### config.mk
export PLATFORM = sky130hd
export DESIGN_NAME = fp_extend_accum
export DESIGN_NICKNAME = d
export VERILOG_FILES = /design/src/rtl/fp_pkg.sv /design/src/rtl/fp_sat_add.sv /design/src/rtl/fp_extend_accum.sv
export SDC_FILE = /design/constraint.sdc
export NUM_CORES = 1
export LEC_CHECK = 0
export ABC_CLOCK_PERIOD_IN_PS = 4500
export CAP_MARGIN = 20
export CORE_MARGIN = 10
export CORE_UTILIZATION = 45
export DETAILED_ROUTE_END_ITERATION = 12
export GPL_ROUTABILITY_DRIVEN = 0
export PLACE_DENSITY_LB_ADDON = 0.08
export SYNTH_ARGS = -nofsm -noshare
export SYNTH_HDL_FRONTEND = slang
export SYNTH_HIERARCHICAL = 1
export SYNTH_SLANG_ARGS = --single-unit
### constraint.sdc
create_clock -name i_clk -period 4.5 [get_ports i_clk]
set_input_delay 0.9 -clock i_clk [delete_from_list [all_inputs] [get_ports i_clk]]
set_output_delay 0.9 -clock i_clk [all_outputs]
set_load 0.05 [all_outputs]
### src/rtl/fp_pkg.sv
// ============================================================================
//  Module      : fp_pkg
//  Description : Shared fixed-point helpers for the widening/narrowing
//                datapath blocks. Integer-bit derivation and the
//                saturation max/min bit patterns for a given total width.
//  Revision    : 1.0 - initial release
// ============================================================================
`default_nettype none

package fp_pkg;

    // Widest format the saturation helpers can describe.
    localparam int C_FP_MAX_W = 64;

    // Integer bits (sign included) of an S(nb,nbf) format.
    function automatic int nbi(input int nb, input int nbf);
        return nb - nbf;
    endfunction

    // Largest positive value at width nb: 0 followed by all 1s.
    // The pattern sits in the low nb bits; callers size-cast to nb.
    function automatic logic [C_FP_MAX_W-1:0] sat_max(input int nb);
        return (C_FP_MAX_W'(1) << (nb - 1)) - C_FP_MAX_W'(1);
    endfunction

    // Most negative value at width nb: 1 followed by all 0s.
    function automatic logic [C_FP_MAX_W-1:0] sat_min(input int nb);
        return C_FP_MAX_W'(1) << (nb - 1);
    endfunction

endpackage : fp_pkg

`default_nettype wire

### src/rtl/fp_sat_add.sv
// ============================================================================
//  Module      : fp_sat_add
//  Description : Combinational two's-complement saturating adder.
//                The sum is formed one bit wider than the operands; when the
//                two top bits of that sum disagree the result is clamped to
//                the most positive / most negative value and ovf is raised.
//  Ports       : a, b  - signed NB-bit operands
//                sum   - saturated NB-bit result
//                ovf   - 1 when the true sum did not fit in NB bits
//  Revision    : 1.0 - initial release
// ============================================================================
`default_nettype none

module fp_sat_add
    import fp_pkg::*;
#(
    parameter int NB = 32
) (
    input  logic [NB-1:0] a,
    input  logic [NB-1:0] b,
    output logic [NB-1:0] sum,
    output logic          ovf
);

    localparam logic [NB-1:0] c_SAT_MAX = NB'(sat_max(NB));
    localparam logic [NB-1:0] c_SAT_MIN = NB'(sat_min(NB));

    logic [NB:0] w_full;

    always_comb begin
        w_full = {a[NB-1], a} + {b[NB-1], b};
        ovf    = w_full[NB] ^ w_full[NB-1];
        if (ovf) begin
            // The extra top bit carries the true sign of the overflowed sum.
            sum = w_full[NB] ? c_SAT_MIN : c_SAT_MAX;
        end else begin
            sum = w_full[NB-1:0];
        end
    end

endmodule : fp_sat_add

`default_nettype wire

### src/rtl/fp_extend_accum.sv
// ============================================================================
//  Module      : fp_extend_accum
//  Description : Streaming fixed-point widener plus integrate-and-dump
//                accumulator. Each accepted S(NB_IN,NBF_IN) sample is aligned
//                exactly into S(NB_OUT,NBF_OUT), N_ACC samples are summed with
//                saturation, and the frame sum is presented on a
//                valid/ready output register.
//  Ports       : i_clk, i_rst_n      - clock, async active-low reset
//                i_valid/o_ready     - input sample handshake, i_data sample
//                i_clear             - synchronous abort of the current frame
//                o_valid/i_ready     - output result handshake
//                o_data, o_sat       - frame sum and its saturation flag
//  Revision    : 1.0 - initial release
// ============================================================================
`default_nettype none

module fp_extend_accum
    import fp_pkg::*;
#(
    parameter int NB_IN   = 16,
    parameter int NBF_IN  = 15,
    parameter int NB_OUT  = 32,
    parameter int NBF_OUT = 30,
    parameter int N_ACC   = 8
) (
    input  logic              i_clk,
    input  logic              i_rst_n,
    input  logic              i_valid,
    input  logic [NB_IN-1:0]  i_data,
    output logic              o_ready,
    input  logic              i_clear,
    output logic              o_valid,
    input  logic              i_ready,
    output logic [NB_OUT-1:0] o_data,
    output logic              o_sat
);

    localparam int c_NBI_IN  = nbi(NB_IN, NBF_IN);
    localparam int c_NBI_OUT = nbi(NB_OUT, NBF_OUT);
    localparam int c_EXT_LO  = NBF_OUT - NBF_IN;
    localparam int c_CW      = (N_ACC > 1) ? $clog2(N_ACC) : 1;
    localparam logic [c_CW-1:0] c_LAST = c_CW'(N_ACC - 1);

    // ------------------------------------------------------------------
    // Parameter legality: the wide format must contain the narrow one.
    // ------------------------------------------------------------------
    if ((NBF_OUT < NBF_IN) || (c_NBI_OUT < c_NBI_IN) || (N_ACC < 1)) begin : g_cfg_error
        $error("fp_extend_accum: illegal parameter set");
    end

    logic [NB_OUT-1:0] r_acc;
    logic [c_CW-1:0]   r_cnt;
    logic              r_sat_st;

    logic [NB_OUT-1:0] w_ext;
    logic [NB_OUT-1:0] w_sum;
    logic              w_ovf;
    logic              w_last;
    logic              w_accept;
    logic              w_dump;
    logic              w_out_hs;

    // Sign-extending to the full width and then shifting left places the
    // binary point exactly: the high side receives (NBI_OUT-NBI_IN) sign
    // copies and the low side (NBF_OUT-NBF_IN) zeros.
    assign w_ext = NB_OUT'($signed(i_data)) << c_EXT_LO;

    fp_sat_add #(
        .NB (NB_OUT)
    ) u_sat_add (
        .a   (r_acc),
        .b   (w_ext),
        .sum (w_sum),
        .ovf (w_ovf)
    );

    assign w_last   = (r_cnt == c_LAST);
    assign w_out_hs = o_valid & i_ready;

    // Only the frame-closing sample has to wait for a pending result to
    // drain; the rest of the next frame keeps streaming in.
    assign o_ready  = ~i_clear & ~(o_valid & ~i_ready & w_last);
    assign w_accept = i_valid & o_ready;
    assign w_dump   = w_accept & w_last;

    // ------------------------------------------------------------------
    // Accumulator, sample counter and sticky saturation flag
    // ------------------------------------------------------------------
    always_ff @(posedge i_clk or negedge i_rst_n) begin
        if (!i_rst_n) begin
            r_acc    <= '0;
            r_cnt    <= '0;
            r_sat_st <= 1'b0;
        end else if (i_clear) begin
            r_acc    <= '0;
            r_cnt    <= '0;
            r_sat_st <= 1'b0;
        end else if (w_accept) begin
            if (w_last) begin
                r_acc    <= '0;
                r_cnt    <= '0;
                r_sat_st <= 1'b0;
            end else begin
                r_acc    <= w_sum;
                r_cnt    <= r_cnt + c_CW'(1);
                r_sat_st <= r_sat_st | w_ovf;
            end
        end
    end

    // ------------------------------------------------------------------
    // Output register: a dump in the same cycle as a handshake reloads it
    // directly, so back-to-back results need no bubble.
    // ------------------------------------------------------------------
    always_ff @(posedge i_clk or negedge i_rst_n) begin
        if (!i_rst_n) begin
            o_data  <= '0;
            o_sat   <= 1'b0;
            o_valid <= 1'b0;
        end else if (w_dump) begin
            o_data  <= w_sum;
            o_sat   <= r_sat_st | w_ovf;
            o_valid <= 1'b1;
        end else if (w_out_hs) begin
            o_valid <= 1'b0;
        end
    end

endmodule : fp_extend_accum

`default_nettype wire

==> key figures <==
Placement
  – IO Port Bufs: 55
  – DP Wirelength: 8180 microns
  – Placed Cells: 650

Timing
  – Slew headroom: 33.4%
  – Period utilisation layout: 88.0%
  – RSZ-0062 raised after global routing: false
  – Final Max Slew Viols: 0
  – Min Clock Period, post-route: 3.96 ns
  – Worst slew pin tran: 0.997 ns
  – Setup_tns: 0 ns
  – Final setup viols: 0
  – Endpoints failing hold: 0
  – Clk_skew: 0.0113 ns
  – Max Fclk: 0.253 GHz

Drt
  – Total length of routed wires: 11300 microns
  – Drt first pass iters: 4
  – Post-DR vias/cell: 5.60
  – Initial DRC count: 150
  – DRC viols: 0
  – DR WL/cell: 17.0 microns
  – Vias post-DR: 3731
  – DRT antenna net count: 0

Setup path
  – Critical Path RT: 4.75 ns
  – Critical Path Source: i_data[6]
  – Flop-to-flop setup slack: 1.10 ns
  – Slowest stage delay, CP: 0.43 ns
  – Critical Path AT: 4.21 ns
  – Crit. End Element: register
  – R2R depth: 11
  – Reg2reg end: o_data[9]
  – CP Max Fanout: 11
  – Worst r2r src: r_acc[25]
  – Crit-path cells: clkdlybuf4s50_1 > ha_1 > and3_4 > and2_4 > a221o_1 > a221o_1 > a311oi_2 > nand2_1 > mux2i_4 > buf_4 > o21ai_2 > mux2_2
  – Crit path kind: in -> reg
  – Worst path slowest cell: clkdlybuf4s50_1
  – Crit path to: o_data[9]
  – Most frequent CP cell: a221o_1
  – Startpoint Class: input pin

CTS
  – Post-CTS Setup Bufs: 0
  – Num CTS Buffers: 9
  – H-tree depth: 3
  – Clock Pin Slew Worst Setup and Hold Paths: 0.08 ns
  – Post-CTS Resized: 0
  – Clk buf depth: 2
  – Clock Latency Late Sink: 0.36 ns
  – CTS tree: yes
  – Hold Buf Count CTS: 0
  – Clock root buffer: clkbuf_8
  – CTS Sinks: 70

Die
  – Num ports: 56
  – Core ar.: 0.0102 sq mm
  – Initial Utilization: 45.8%
  – Cell row count: 37
  – Die Y-Extent: 122 microns
  – Die width: 122 microns
  – Die area: 0.0149 sq mm

Status
  – Status: completed

Job
  – Max-cap violations: 0

Min path
  – Worst Hold Depth: 1
  – Min-Delay Path Class: reg -> reg

Global routing
  – Largest net degree at the start of global routing: 42
  – Wire length of the first global-routing pass: 19200 microns
  – All-Layer GR Usage: 15.8%
  – Vias in the first global route: 3920
  – Antenna violations before repair: 0
  – Total congestion overflow: 0

Logic synthesis
  – Share of the synthesized area in the top cell type: 37.4%
  – Count of cell types in the netlist: 63
  – Top cells by area, synth: dfrtp_1 (37%), ha_1 (9.1%), mux2_2 (7.4%)
  – Cell accounting for the most synthesized area: dfrtp_1
  – Primary FF master, synth: dfrtp_1
  – Yosys warning count: 6
  – Avg Cell Area, Syn: 10.2 sq um
  – Fraction of registers with async set or reset after synthesis: 100%
  – Post-synth EDFFs: 0
  – #FFs+latches synth: 70
  – Post-synthesis sequential area ratio: 37.4%
  – Syn Std Cell Area: 0.00469 sq mm
  – Synth Instances: 458

Finish
  – Post-layout nets: 581
  – Share of cells above drive strength 1: 15.7%
  – Area growth, synth to finish: 19.6%
  – Most frequent cells in the layout: dfrtp_1 (70), clkdlybuf4s50_1 (54), a21oi_1 (50)
  – Util after Layout: 54.8%
  – Non-Filler Instances: 666
  – Most common cell after layout, fill and taps aside: dfrtp_1
  – Antenna cells: 0

Power
  – Peak VDD IR: 0.218 mV
  – PwrDens: 552 mW/mm^2
  – Static Leakage: 2.57 nW
-- cell families (layout without fill, tap and decap cells) --
logic type	count (synthesis)	after routing	synth area share [%]
mux	39	39	9.47
simple gates	82	82	9.50
flops	70	70	37.4
compound gates	168	168	24.9
buf+inv	35	92	3.79
other cells	1	16	0.0800
fa+ha+maj	35	35	9.50
xor+xnor	28	28	5.39
-- critical path, delay by kind of cell --
family | cells | cell delay [ns]
compound gates | 4 | 1.07
mux | 2 | 0.67
buf+inv | 2 | 0.66
simple gates | 3 | 0.54
fa+ha+maj | 1 | 0.38
-- synth_stat cells, types with 2 or more instances --
cell        n
a211oi_1    4
a21o_1     11
a21oi_1    51
a221o_1     2
a22o_1     32
a2bb2oi_2   2
a31o_2      2
a31oi_1     2
a41oi_1     2
and2_1      2
and3_1      2
buf_2       4
buf_6       5
clkbuf_1   14
dfrtp_1    70
ha_1       34
inv_1      11
mux2_1      2
mux2_2     31
mux2i_1     5
nand2_1    22
nand2b_1    6
nand3_1    10
nand3b_1    2
nand4_1     3
nor2_1     13
nor2b_1     3
nor3_1      6
nor4b_1     2
o211ai_1    5
o21a_1      5
o21ai_0    27
o21ai_2     7
o31ai_1     4
or2_2       2
xnor2_1    13
xor2_1     14
-- power by group --
group	switching (W)	total [W]	internal [W]
clock	0.000248	0.000460	0.000213
combinational	0.00104	0.00180	0.000762
sequential	0.0000800	0.000833	0.000753
-- worst min-delay path by stage --
stage	startpoint	to	slack, ns
floorplan	r_acc[0]	r_acc[0]	0.48
global placement	o_data[6]	o_data[6]	0.47
detailed placement	o_data[7]	o_data[7]	0.48
CTS	o_data[6]	o_data[6]	0.50
global route	o_data[26]	o_data[26]	0.53
finish	o_data[6]	o_data[6]	0.49
-- per-layer routing --
layer,wire [microns],global-route usage [%],up-vias
met5,0,0,-
met4,200,6.41,0
met3,553,4.26,14
met2,5300,24.9,65
met1,5250,20.1,1806
li1,-,-,1846
-- metrics by stage --
step / hold WS, ns / power [W] / area, sq um / setup WS (ns)
CTS: 0.500 / 0.00307 / 5610 / 0.550
global route: 0.527 / 0.00336 / 5610 / 0.338
detailed placement: 0.476 / 0.00260 / 5440 / 0.166
finish: 0.490 / 0.00309 / 5610 / 0.541
floorplan: 0.480 / 0.00222 / 4740 / 0.956
global placement: 0.472 / 0.00258 / 5440 / 0.238
-- flip-flops by register name (all words and copies together) (netlist names) --
| name | count |
|---|---|
| o_data | 32 |
| o_valid | 1 |
| r_cnt | 3 |
| r_sat_st | 1 |
| o_sat | 1 |
| r_acc | 32 |
-- final cells by class --
type	instances	area, sq um
clock buffer	12	145
clock inverter	4	22.5
fill	924	4620
inverter	11	41.3
multi-input combinational	368	2830
sequential	70	1750
tap	136	170
timing repair buffer	65	646
Power figures use the tool's default switching activity.
